===== config.mk =====
export PLATFORM = sky130hd
export DESIGN_NAME = dac_write
export DESIGN_NICKNAME = d
export VERILOG_FILES = /design/src/rtl/dac_pkg.sv /design/src/rtl/dac_write_phase_tick.sv /design/src/rtl/dac_write.sv
export SDC_FILE = /design/constraint.sdc
export NUM_CORES = 1
export LEC_CHECK = 0
export CAP_MARGIN = 20
export CORE_MARGIN = 4
export CORE_UTILIZATION = 40
export CTS_CLUSTER_DIAMETER = 200
export DETAILED_ROUTE_END_ITERATION = 7
export GPL_TIMING_DRIVEN = 0
export HOLD_SLACK_MARGIN = 0.05
export SETUP_SLACK_MARGIN = 0.5
export SLEW_MARGIN = 20
export SYNTH_ARGS = -nofsm -noshare
export SYNTH_HDL_FRONTEND = slang
export SYNTH_HIERARCHICAL = 1
export SYNTH_SLANG_ARGS = --single-unit

===== constraint.sdc =====
create_clock -name clk -period 3 [get_ports clk]
set_clock_uncertainty 0.15 [all_clocks]
set_input_delay 0.6 -clock clk [delete_from_list [all_inputs] [get_ports clk]]
set_output_delay 0.6 -clock clk [all_outputs]
set_load 0.005 [all_outputs]

===== src/rtl/dac_pkg.sv =====
// Shared definitions for the MCP4921-class DAC write path.
// Holds the command-frame layout, the FSM state type, the per-state phase
// counts and a helper that assembles the 16-bit command frame.
package dac_pkg;

  localparam int unsigned FRAME_W = 16;
  localparam int unsigned DATA_W  = 12;

  // Config bit positions inside the command frame.
  localparam int unsigned CH_BIT   = 15;
  localparam int unsigned BUF_BIT  = 14;
  localparam int unsigned GA_BIT   = 13;
  localparam int unsigned SHDN_BIT = 12;

  // Number of CLK_DIV-long phases spent in each state.
  localparam int unsigned SETUP_PHASES = 1;
  localparam int unsigned SHIFT_PHASES = 32;
  localparam int unsigned LDAC_PHASES  = 1;
  localparam int unsigned GAP_PHASES   = 1;

  typedef enum logic [2:0] {
    StIdle,
    StSetup,
    StShift,
    StLdac,
    StGap
  } dac_state_e;

  // Channel A is always selected (bit 15 = 0).
  function automatic logic [FRAME_W-1:0] build_frame(input logic              buf_bit,
                                                     input logic              ga_n,
                                                     input logic              shdn_n,
                                                     input logic [DATA_W-1:0] data);
    logic [FRAME_W-1:0] f;
    f           = '0;
    f[CH_BIT]   = 1'b0;
    f[BUF_BIT]  = buf_bit;
    f[GA_BIT]   = ga_n;
    f[SHDN_BIT] = shdn_n;
    f[DATA_W-1:0] = data;
    return f;
  endfunction

endpackage


===== src/rtl/dac_write_phase_tick.sv =====
// Phase timer for the DAC write FSM.
// A CLK_DIV down-counter that marks the last cycle of every phase.
// Ports:
//   clk         - system clock
//   rst         - asynchronous active-high reset
//   clear_i     - hold the counter at the start of a phase
//   tick_o      - high on the last cycle of the current phase
//   tick_next_o - tick_o value for the next cycle (lets the parent register
//                 outputs that must line up with the final cycle of a phase)
module dac_phase_tick #(
  parameter int unsigned CLK_DIV = 2
) (
  input  logic clk,
  input  logic rst,
  input  logic clear_i,
  output logic tick_o,
  output logic tick_next_o
);

  localparam int unsigned CntW = $clog2(CLK_DIV + 1);
  localparam logic [CntW-1:0] Reload = CntW'(CLK_DIV - 1);

  logic [CntW-1:0] cnt_q, cnt_d;

  always_comb begin
    cnt_d = cnt_q;
    if (clear_i || (cnt_q == '0)) begin
      cnt_d = Reload;
    end else begin
      cnt_d = cnt_q - CntW'(1);
    end
  end

  assign tick_o      = (cnt_q == '0);
  assign tick_next_o = (cnt_d == '0);

  always_ff @(posedge clk or posedge rst) begin
    if (rst) begin
      cnt_q <= '0;
    end else begin
      cnt_q <= cnt_d;
    end
  end

endmodule


===== src/rtl/dac_write.sv =====
// SPI write master for a 12-bit serial DAC (MCP4921-class, 16-bit frame).
// Accepts a sample over valid/ready, shifts {0, BUF, GA_N, SHDN_N, sample}
// MSB-first in SPI mode 0, then pulses LDAC_n. All pins are registered.
// Ports:
//   clk          - 50 MHz system clock
//   rst          - asynchronous active-high reset
//   sample       - 12-bit data word, captured on the accept edge
//   sample_valid - producer has a sample
//   sample_ready - block can accept a sample this cycle
//   frame_done   - one-cycle pulse on the final cycle of a frame
//   dac_cs_n     - chip select, active low
//   dac_sck      - serial clock, idles low
//   dac_sdi      - serial data to the DAC
//   dac_ldac_n   - latch DAC output, active low
module dac_write
  import dac_pkg::*;
#(
  parameter int unsigned CLK_DIV = 2,
  parameter logic        BUF     = 1'b0,
  parameter logic        GA_N    = 1'b1,
  parameter logic        SHDN_N  = 1'b1
) (
  input  logic              clk,
  input  logic              rst,
  input  logic [DATA_W-1:0] sample,
  input  logic              sample_valid,
  output logic              sample_ready,
  output logic              frame_done,
  output logic              dac_cs_n,
  output logic              dac_sck,
  output logic              dac_sdi,
  output logic              dac_ldac_n
);

  localparam logic [4:0] NumBits = 5'(SHIFT_PHASES / 2);

  dac_state_e         state_q, state_d;
  logic [FRAME_W-1:0] shreg_q, shreg_d;
  logic [4:0]         bit_q, bit_d;
  logic               hi_q, hi_d;

  logic ready_q, ready_d;
  logic done_q, done_d;
  logic cs_n_q, cs_n_d;
  logic sck_q, sck_d;
  logic sdi_q, sdi_d;
  logic ldac_n_q, ldac_n_d;

  logic tick, tick_next, accept;

  dac_phase_tick #(
    .CLK_DIV(CLK_DIV)
  ) u_phase_tick (
    .clk        (clk),
    .rst        (rst),
    .clear_i    (state_q == StIdle),
    .tick_o     (tick),
    .tick_next_o(tick_next)
  );

  assign accept = sample_valid && ready_q;

  always_comb begin
    state_d = state_q;
    shreg_d = shreg_q;
    bit_d   = bit_q;
    hi_d    = hi_q;
    unique case (state_q)
      StIdle: begin
        if (accept) begin
          state_d = StSetup;
          shreg_d = build_frame(BUF, GA_N, SHDN_N, sample);
        end
      end
      StSetup: begin
        if (tick) begin
          state_d = StShift;
          hi_d    = 1'b1;
          bit_d   = '0;
        end
      end
      StShift: begin
        if (tick) begin
          if (hi_q) begin
            // Falling SCK edge: present the next bit for the following rise.
            hi_d    = 1'b0;
            shreg_d = {shreg_q[FRAME_W-2:0], 1'b0};
            bit_d   = bit_q + 5'd1;
          end else if (bit_q == NumBits) begin
            state_d = StLdac;
          end else begin
            hi_d = 1'b1;
          end
        end
      end
      StLdac: begin
        if (tick) begin
          state_d = StGap;
        end
      end
      StGap: begin
        // ready is already high on this final cycle, so a waiting producer
        // starts the next frame with no idle cycle in between.
        if (tick) begin
          if (accept) begin
            state_d = StSetup;
            shreg_d = build_frame(BUF, GA_N, SHDN_N, sample);
          end else begin
            state_d = StIdle;
          end
        end
      end
      default: state_d = StIdle;
    endcase
  end

  // Pin values are derived from the next state so they change on the same
  // edge as the FSM and come straight out of flops.
  always_comb begin
    cs_n_d   = !((state_d == StSetup) || (state_d == StShift));
    sck_d    = (state_d == StShift) && hi_d;
    sdi_d    = ((state_d == StSetup) || (state_d == StShift)) ? shreg_d[FRAME_W-1] : 1'b0;
    ldac_n_d = (state_d != StLdac);
    done_d   = (state_d == StGap) && tick_next;
    ready_d  = (state_d == StIdle) || ((state_d == StGap) && tick_next);
  end

  always_ff @(posedge clk or posedge rst) begin
    if (rst) begin
      state_q  <= StIdle;
      shreg_q  <= '0;
      bit_q    <= '0;
      hi_q     <= 1'b0;
      ready_q  <= 1'b0;
      done_q   <= 1'b0;
      cs_n_q   <= 1'b1;
      sck_q    <= 1'b0;
      sdi_q    <= 1'b0;
      ldac_n_q <= 1'b1;
    end else begin
      state_q  <= state_d;
      shreg_q  <= shreg_d;
      bit_q    <= bit_d;
      hi_q     <= hi_d;
      ready_q  <= ready_d;
      done_q   <= done_d;
      cs_n_q   <= cs_n_d;
      sck_q    <= sck_d;
      sdi_q    <= sdi_d;
      ldac_n_q <= ldac_n_d;
    end
  end

  assign sample_ready = ready_q;
  assign frame_done   = done_q;
  assign dac_cs_n     = cs_n_q;
  assign dac_sck      = sck_q;
  assign dac_sdi      = sdi_q;
  assign dac_ldac_n   = ldac_n_q;

endmodule


==> out/results.ini <==
[setup_path]
reg2reg_slack_ns = 0.97
critPathTopFamily = flip-flops
slowest_stage = dfstp_2
reg2reg_to = bit_q[0]
endpoint = dac_ldac_n
path_cells = clkdlybuf4s50_1
rr_worst_depth = 8
setup.worst_path.class = reg2out
arrival_ns = 1.28
critPathCaptureType = primary output
timing.rr.start = u_phase_tick/cnt_q[0]
startpoint = dac_ldac_n
path_depth = 1
max_stage_delay_ns = 0.52
path_buf_inv = 1
required_ns = 2.25
path_max_fanout = 1
cp-start-kind = flop

[place]
hpwl_um = 2140
place_congestion = 0.799
placed_cell_area_um2 = 1870
port_buffers = 20
placedCellCount = 199
preCtsSetupSlack_ns = 0.761

[drt]
drt_iter0_markers = 47
first_pass_iters = 4
vias = 1066
ant_nets = 0
via_per_inst = 5.17
avgRoutedWirePerCell_um = 14.1
routed_wl_um = 2910
drcViolationCount = 0

[timing]
finalCritPeriodShare = 0.678
finalWorstPathRequiredPeriod_ns = 2.03
hold_violations = 0
rsz0062_at_grt = false
slew_headroom = 0.576
hold_slack_ns = 0.327
finalSetupViolCount = 0
fmax_ghz = 0.492
drv_slew = 0
setup_tns_ns = 0
layout_setup_ws_ns = 0.967
worst_pin_slew_ns = 0.635

[clock_network]
cts_buffer_depth = 2
hold_buffers = 0
cts_buffers = 5
post_cts_resize_count = 0
root_buffer = clkbuf_8
cts_tree = built
clk_latency_ns = 0.28
cts.sinks = 33
cts-htree-levels = 2
postCtsSetupRepairBufs = 0
cts.reportedPaths.clkPinSlew_ns = 0.06

[yosys]
synth.area.top_cells = dfrtp_1 48%, a22o_1 7.6%, a21o_1 5.1%, dfstp_2 3.3%, buf_6 2.8%
ys_top_cells_by_count = 31 x dfrtp_1, 14 x a22o_1, 11 x a21o_1
synth_most_common_cell = dfrtp_1
ys_seq_area_frac = 0.513
syn_nets = 149
synth_edf_count = 0
syn_area_per_cell_um2 = 12.3
synth_ff_type = dfrtp_1
synth_seq_cells = 33
synth_area_um2 = 1610
ys_warn_count = 6
synth.largest_area_cell = dfrtp_1
synth_top_area_frac = 0.481
async_flop_share = 1.00
synth_cells = 131
ys_types = 45

[pwr]
p_sw_mw = 0.154
p_int_mw = 0.643
max-vdd-ir-drop_mv = 0.253
switching_share = 0.193
pwr-share-comb = 0.034
p_clk_frac = 0.407
power.total_mw = 0.797
cellLeakagePower_nw = 0.991
pwr-share-seq = 0.559
power_density_nw_per_um2 = 406

[final_layout]
finalNonFillerCells = 206
nets = 176
finish.utilization = 0.520
diodes = 0
area_delta_synth_final_pct = 21.5
design_area_um2 = 1960
drive_gt1_frac = 0.184

[min_path]
hp-class = reg2reg
worstHoldStart = shreg_q[10]

[die]
fp.coreArea_um2 = 3770
die_w_um = 71.5
start_util = 0.428
die_y_um = 71.5
dieArea_um2 = 5120
ios = 21
placementRows = 22

[global_route]
grt_pass1_vias = 1143
overflow = 0
grt_max_degree = 32
grt.total_usage = 0.127
antenna_found_initial = 0
grt_pass1_wl_um = 5140

[flow_run]
maxCapViolations = 0

[outcome]
status = complete, no violations

[power groups by stage]
| stage | Combinational (mW) | Sequential (mW) | Clock, mW |
|---|---|---|---|
| floorplan | 0.00666 | 0.453 | 0 |
| detailed placement | 0.0283 | 0.453 | 0 |
| finish | 0.0272 | 0.445 | 0.324 |
| global placement | 0.0275 | 0.453 | 0 |
| CTS | 0.0283 | 0.445 | 0.337 |
| global route | 0.0309 | 0.445 | 0.349 |
[cell usage in the layout (no fill, tap or decap), types with 3 or more instances in the layout]
cell | netlist | routed
inv_1 | 7 | 6
dfrtp_1 | 31 | 31
xnor2_1 | 3 | 3
clkbuf_8 | 0 | 6
buf_6 | 4 | 4
a22o_1 | 14 | 14
and2_1 | 3 | 3
ha_1 | 3 | 3
o21ai_0 | 3 | 3
nor2b_1 | 4 | 4
clkdlybuf4s50_1 | 0 | 20
nor3_1 | 4 | 4
nor2_2 | 3 | 3
a21o_1 | 11 | 11
nor2_1 | 3 | 3
[layer usage]
layer	GRT usage	up-vias	share of wire
met5	0	-	0
met4	0.0501	0	0.018
met3	0.0351	7	0.031
met2	0.196	16	0.49
met1	0.169	509	0.46
li1	-	534	-
[flip-flops by register name, indices dropped and copies added (netlist names)]
| register | count |
|---|---|
| hi_q | 1 |
| sample_ready | 1 |
| shreg_q | 16 |
| dac_sck | 1 |
| dac_ldac_n | 1 |
| dac_cs_n | 1 |
| bit_q | 5 |
| dac_sdi | 1 |
| frame_done | 1 |
| state_q | 3 |
| u_phase_tick/cnt_q | 2 |
[how the worst min path moves through the flow]
stage / endpoint / slack, ns / cells past startpoint
after floorplan: u_phase_tick/cnt_q[0] / 0.19 / 1
after global placement: shreg_q[10] / 0.31 / 1
after detailed placement: shreg_q[13] / 0.32 / 1
after CTS: shreg_q[10] / 0.33 / 1
after global routing: shreg_q[10] / 0.34 / 1
final: shreg_q[10] / 0.33 / 1
[cell families (layout without fill, tap and decap cells)]
group / count (synthesis) / in the layout / share of synthesized area
AOI/OAI and AO/OA: 38 / 38 / 0.189
and+or+nand+nor: 38 / 38 / 0.187
DFF: 33 / 33 / 0.513
buffers and inverters: 14 / 41 / 0.0566
xor gates and xnor gates: 4 / 4 / 0.0217
adders and majority gates: 3 / 3 / 0.0233
muxes: 1 / 1 / 0.00930
[worst register-to-register path, cell delays in order (launching register included)]
cell	delay, ns
dfrtp_1	0.39
inv_1	0.07
ha_1	0.21
buf_4	0.21
nand4b_4	0.15
nor2_4	0.25
buf_6	0.18
nor2_2	0.05
mux2_4	0.25
[cell type report]
| cell class | instances | area (µm²) |
|---|---|---|
| inverters | 7 | 26.3 |
| multi-input cells | 84 | 694 |
| plain buffers | 7 | 65.1 |
| well taps | 48 | 60.1 |
| flip-flops and latches | 33 | 828 |
| fillers | 326 | 1810 |
| repair buffers | 20 | 200 |
| clock buffers | 7 | 86.3 |
No activity file was read; power rests on OpenSTA's default activity.
